<file path="config.mk">
export PLATFORM = sky130hd
export DESIGN_NAME = if_id_queue
export DESIGN_NICKNAME = d
export VERILOG_FILES = /design/src/rtl/arm_pipe_pkg.sv /design/src/rtl/if_id_queue_mem.sv /design/src/rtl/if_id_queue.sv
export SDC_FILE = /design/constraint.sdc
export NUM_CORES = 1
export LEC_CHECK = 0
export BUFFER_PORTS_ARGS = -buffer_cell sky130_fd_sc_hd__buf_2
export CORE_ASPECT_RATIO = 0.75
export CORE_MARGIN = 2
export CORE_UTILIZATION = 59
export CTS_CLUSTER_SIZE = 10
export DETAILED_ROUTE_END_ITERATION = 6
export MAX_ROUTING_LAYER = met4
export PLACE_DENSITY_LB_ADDON = 0.08
export SYNTH_ARGS = -nofsm -noshare
export SYNTH_HDL_FRONTEND = slang
export SYNTH_SLANG_ARGS = --single-unit
</file>
<file path="constraint.sdc">
create_clock -name clk -period 3.7 [get_ports clk]
set_input_delay 0.74 -clock clk [delete_from_list [all_inputs] [get_ports clk]]
set_output_delay 0.74 -clock clk [all_outputs]
set_load 0.02 [all_outputs]
</file>
<file path="src/rtl/arm_pipe_pkg.sv">
// rtl/arm_pipe_pkg.sv - shared pipeline constants, IF/ID entry type and flush counter helper
package arm_pipe_pkg;

  localparam int unsigned DEPTH       = 2;
  localparam int unsigned DATA_W      = 32;
  localparam int unsigned PTR_W       = 1;
  localparam int unsigned CNT_W       = 2;
  localparam int unsigned FLUSH_CNT_W = 8;
  localparam logic [DATA_W-1:0] PC_INC = 32'd4;

  typedef struct packed {
    logic [DATA_W-1:0] pc4;
    logic [DATA_W-1:0] instr;
  } if_id_entry_t;

  // Accumulate discarded entries without wrapping past all-ones.
  function automatic logic [FLUSH_CNT_W-1:0] flush_cnt_add(
    input logic [FLUSH_CNT_W-1:0] acc,
    input logic [CNT_W-1:0]       n
  );
    logic [FLUSH_CNT_W:0] sum;
    sum = {1'b0, acc} + {{(FLUSH_CNT_W+1-CNT_W){1'b0}}, n};
    return sum[FLUSH_CNT_W] ? {FLUSH_CNT_W{1'b1}} : sum[FLUSH_CNT_W-1:0];
  endfunction

endpackage

</file>
<file path="src/rtl/if_id_queue_mem.sv">
// rtl/if_id_queue_mem.sv - two-entry pc4/instr storage with one write and one read port
module if_id_queue_mem
  import arm_pipe_pkg::*;
(
  input  logic             clk,
  input  logic             reset_n,
  input  logic             wr_en,
  input  logic [PTR_W-1:0] wr_ptr,
  input  if_id_entry_t     wr_data,
  input  logic [PTR_W-1:0] rd_ptr,
  output if_id_entry_t     rd_data
);

  if_id_entry_t mem [DEPTH];

  always_ff @(posedge clk or negedge reset_n) begin
    if (!reset_n) begin
      for (int i = 0; i < DEPTH; i++) mem[i] <= '0;
    end else if (wr_en) begin
      mem[wr_ptr] <= wr_data;
    end
  end

  // Asynchronous read so a freshly written head is visible right after its edge.
  assign rd_data = mem[rd_ptr];

endmodule

</file>
<file path="src/rtl/if_id_queue.sv">
// rtl/if_id_queue.sv - IF/ID two-entry instruction queue with flush, freeze and flush statistics
module if_id_queue
  import arm_pipe_pkg::*;
(
  input  logic                   clk,
  input  logic                   reset_n,
  input  logic                   in_valid,
  input  logic [DATA_W-1:0]      in_pc,
  input  logic [DATA_W-1:0]      in_instr,
  output logic                   in_ready,
  input  logic                   flush,
  input  logic                   freeze,
  input  logic                   sram_ready,
  output logic                   out_valid,
  output logic [DATA_W-1:0]      out_pc4,
  output logic [DATA_W-1:0]      out_instr,
  output logic [CNT_W-1:0]       count,
  output logic [FLUSH_CNT_W-1:0] flush_cnt
);

  logic [PTR_W-1:0] wr_ptr;
  logic [PTR_W-1:0] rd_ptr;
  logic             enq;
  logic             deq;
  logic [CNT_W-1:0] flush_n;
  if_id_entry_t     wr_data;
  if_id_entry_t     rd_data;

  // in_ready depends only on registered occupancy, so a dequeue cannot open a slot early.
  assign in_ready  = (count != CNT_W'(DEPTH));
  assign out_valid = (count != '0);
  assign enq       = in_valid & in_ready & ~flush;
  assign deq       = out_valid & ~freeze & sram_ready & ~flush;
  assign flush_n   = count + {{(CNT_W-1){1'b0}}, in_valid & in_ready};

  assign wr_data.pc4   = in_pc + PC_INC;
  assign wr_data.instr = in_instr;

  assign out_pc4   = out_valid ? rd_data.pc4   : '0;
  assign out_instr = out_valid ? rd_data.instr : '0;

  always_ff @(posedge clk or negedge reset_n) begin
    if (!reset_n) begin
      count     <= '0;
      wr_ptr    <= '0;
      rd_ptr    <= '0;
      flush_cnt <= '0;
    end else if (flush) begin
      count     <= '0;
      wr_ptr    <= '0;
      rd_ptr    <= '0;
      flush_cnt <= flush_cnt_add(flush_cnt, flush_n);
    end else begin
      if (enq) wr_ptr <= wr_ptr + 1'b1;
      if (deq) rd_ptr <= rd_ptr + 1'b1;
      case ({enq, deq})
        2'b10:   count <= count + 1'b1;
        2'b01:   count <= count - 1'b1;
        default: count <= count;
      endcase
    end
  end

  if_id_queue_mem u_mem (
    .clk     (clk),
    .reset_n (reset_n),
    .wr_en   (enq),
    .wr_ptr  (wr_ptr),
    .wr_data (wr_data),
    .rd_ptr  (rd_ptr),
    .rd_data (rd_data)
  );

endmodule

</file>
==> out/qor.txt <==
Run status: complete, no violations
Final Critical Period: 3.01 ns
H-tree Lvls: 4
Area grow syn2layout: 22.0%
Core area: 11500 µm²
Register area: 3510 µm²
First-pass GRT wire length: 25.2 mm
Worst-path fanout max: 50
DIE AREA: 12500 µm²
R2R Setup Slk: 1.12 ns
Number of flops mapped to enable cells by yosys: 0
RSZ-0062 raised after global routing: false
Synth cell types: 38
Mapped Area: 6860 µm²
Avg Cell Area, Syn: 10.8 µm²
Setup bufs post-CTS: 0
Synth Warn #: 0
Maximum VDD drop: 566 µV
Max stage delay on crit path: 1.01 ns
Max Fclk: 0.332 GHz
Leading area contributor after synthesis: dfrtp_1
Post-layout util: 0.729
Gpl congestion: 0.817
Synth Net Count: 712
Port Buf Inserts: 145
Routed vias: 5150
PD cells: 628 nW/µm²
Routed WL per cell: 16.6 µm
Max-slew violations: 0
Share of cells above drive strength 1: 0.359
Final setup fails: 0
Share of flip-flops with an asynchronous set or reset: 1.00
Fillers: 831
Final Cycle Share: 0.814
Multi-input gate area: 3190 µm²
CTS root buf: clkbuf_16
Total global-route track usage: 0.264
Slew HR: 0.414
Num rows: 34
I/O pin total: 146
Pleak: 3.79 nW
Iteration-0 DRC Markers: 288
Die Width: 129 µm
CTS tree: built
Clk slew on worst S/H paths: 0.06 ns
Kind of critical path: register to output pin
Synth Instances: 637
Register-to-Register Path Depth: 9
DRC viols: 0
Area share of the largest cell type after synthesis: 0.510
Die Y: 97.4 µm
Worst min-delay path category: primary input to async pin
Required time worst endpoint: 2.96 ns
Initial antenna violation count: 0
CP Cell Sequence: buf_4 > mux2i_1 > nor2_1 > buf_2
Most common cell in the synthesized netlist: dfrtp_1
Crit path DAT: 2.27 ns
Final Hold Fails: 0
Worst Tran Pin Value: 0.879 ns
Setup tns final: 0 ns
Sink Count: 140
Max stage delay cell, worst path: dfrtp_4
Skew final: 0.00562 ns
Synth Flop Type: dfrtp_1
Vias in the first global route: 5193
Area contributors post-synth: dfrtp_1, mux2_2, mux2i_1
Post-synthesis sequential area ratio: 0.510
Routed Wire Length: 15.5 mm
Initial Util: 0.598
Total gr overflow: 0
Drt pass-1 iters: 4
Post_cts resized: 0
Layout net count: 850
Worst r2r src: count[0]$_DFFE_PN0P_
Routed Antenna Nets: 0
Crit Reg-Reg Endpoint: flush_cnt[7]$_DFFE_PN0P_
#FFs+latches synth: 140
Drt via density: 5.53
Hpwl dp: 10.6 mm
Worst setup SP type: register
Insertion delay to the later sink of the worst-skew pair: 0.41 ns
Number of CTS-inserted buffers: 17
Deepest clock path buffer count: 2
Top cells by count, synth: dfrtp_1, nor2_1, mux2_2
Critical path's top delay family: flip-flops
Worst Path Buf+Inv: 2
CP endpoint kind: output pin
# hold bufs at CTS: 0
Max-cap viol count: 0
Largest net degree at the start of global routing: 96
Antenna cells: 0
==> how the worst max path moves through the flow <==
stage	start	to	slack [ns]	cells past startpoint
after floorplan	count[0]$_DFFE_PN0P_	flush_cnt[7]$_DFFE_PN0P_	1.20	9
after detailed placement	in_valid	flush_cnt[7]$_DFFE_PN0P_	1.01	9
after CTS	rd_ptr$_DFFE_PN0P_	out_instr[18]	0.67	4
final	rd_ptr$_DFFE_PN0P_	out_pc4[8]	0.69	4
after global placement	in_pc[10]	u_mem.mem[57]$_DFFE_PN0P_	1.07	6
after global routing	rd_ptr$_DFFE_PN0P_	out_instr[18]	0.59	4
==> placed cells by master, fill, tap and decap left out, drive strengths merged, types with 18 or more instances in the layout <==
master    n
mux2i    67
nand2    51
buf     156
a21oi    33
xnor2    20
clkbuf   21
dfrtp   140
nand3    18
o21ai    32
mux2     71
nor2    106
==> logic make-up (layout without fill, tap and decap cells) <==
group	count (synthesis)	after routing	synth area share
AO/OA/AOI/OAI	67	67	0.0532
XOR/XNOR	33	33	0.0421
adder cells (fa/ha/maj)	5	5	0.0102
buffers and inverters	44	195	0.0268
flip-flops	140	140	0.510
multiplexers	138	138	0.214
AND/OR/NAND/NOR	210	210	0.143
==> registers in the layout, summed over array words and instances (netlist names) <==
| signal | count |
|---|---|
| flush_cnt | 8 |
| rd_ptr | 1 |
| wr_ptr | 1 |
| count | 2 |
| u_mem.mem | 128 |
==> per-stage QoR <==
| stage | std cells | hold WS [ns] | cell area [µm²] | total power, mW | setup slack [ns] |
|---|---|---|---|---|---|
| 6_report | 932 | 0.406 | 8370 | 5.26 | 0.687 |
| 5_1_grt | 932 | 0.489 | 8370 | 5.54 | 0.594 |
| 4_1_cts | 932 | 0.465 | 8370 | 5.29 | 0.673 |
| 3_5_place_dp | 900 | 0.470 | 7730 | 3.46 | 1.01 |
| 3_3_place_gp | 900 | 0.462 | 7730 | 3.37 | 1.07 |
| 2_1_floorplan | 637 | 0.444 | 6860 | 3.03 | 1.20 |
==> power by group <==
group / total, mW / switching, mW / internal (mW)
combinational: 1.19 / 0.650 / 0.541
clock: 1.83 / 0.633 / 1.20
sequential: 2.24 / 0.268 / 1.97
total: 5.26 / 1.55 / 3.71
==> layout make-up <==
cell class | count | share of cell area
clock buffers | 21 | 0.0574
clock inverters | 11 | 0.0196
inverters | 7 | 0.00314
repair buffers | 156 | 0.0988
multi-input cells | 453 | 0.381
flip-flops and latches | 140 | 0.419
well taps | 144 | 0.0215
==> worst reg2reg max path, cell delays in order (launching register included) <==
cell and delay (ns):
dfrtp_1 0.47, nand2b_1 0.26, nand2_1 0.19, inv_1 0.06
ha_1 0.19, xor2_1 0.17, ha_1 0.29, a21oi_1 0.08
nor4b_1 0.37, mux2_2 0.39
==> metal layers <==
| layer | routed length [µm] | global-route usage | vias to the layer above |
|---|---|---|---|
| met5 | 0 | - | - |
| met4 | 227 | 0.0811 | 0 |
| met3 | 636 | 0.0457 | 21 |
| met2 | 7400 | 0.412 | 130 |
| met1 | 7220 | 0.360 | 2529 |
| li1 | - | - | 2470 |
Note: power is estimated with default switching activity, not from simulation.
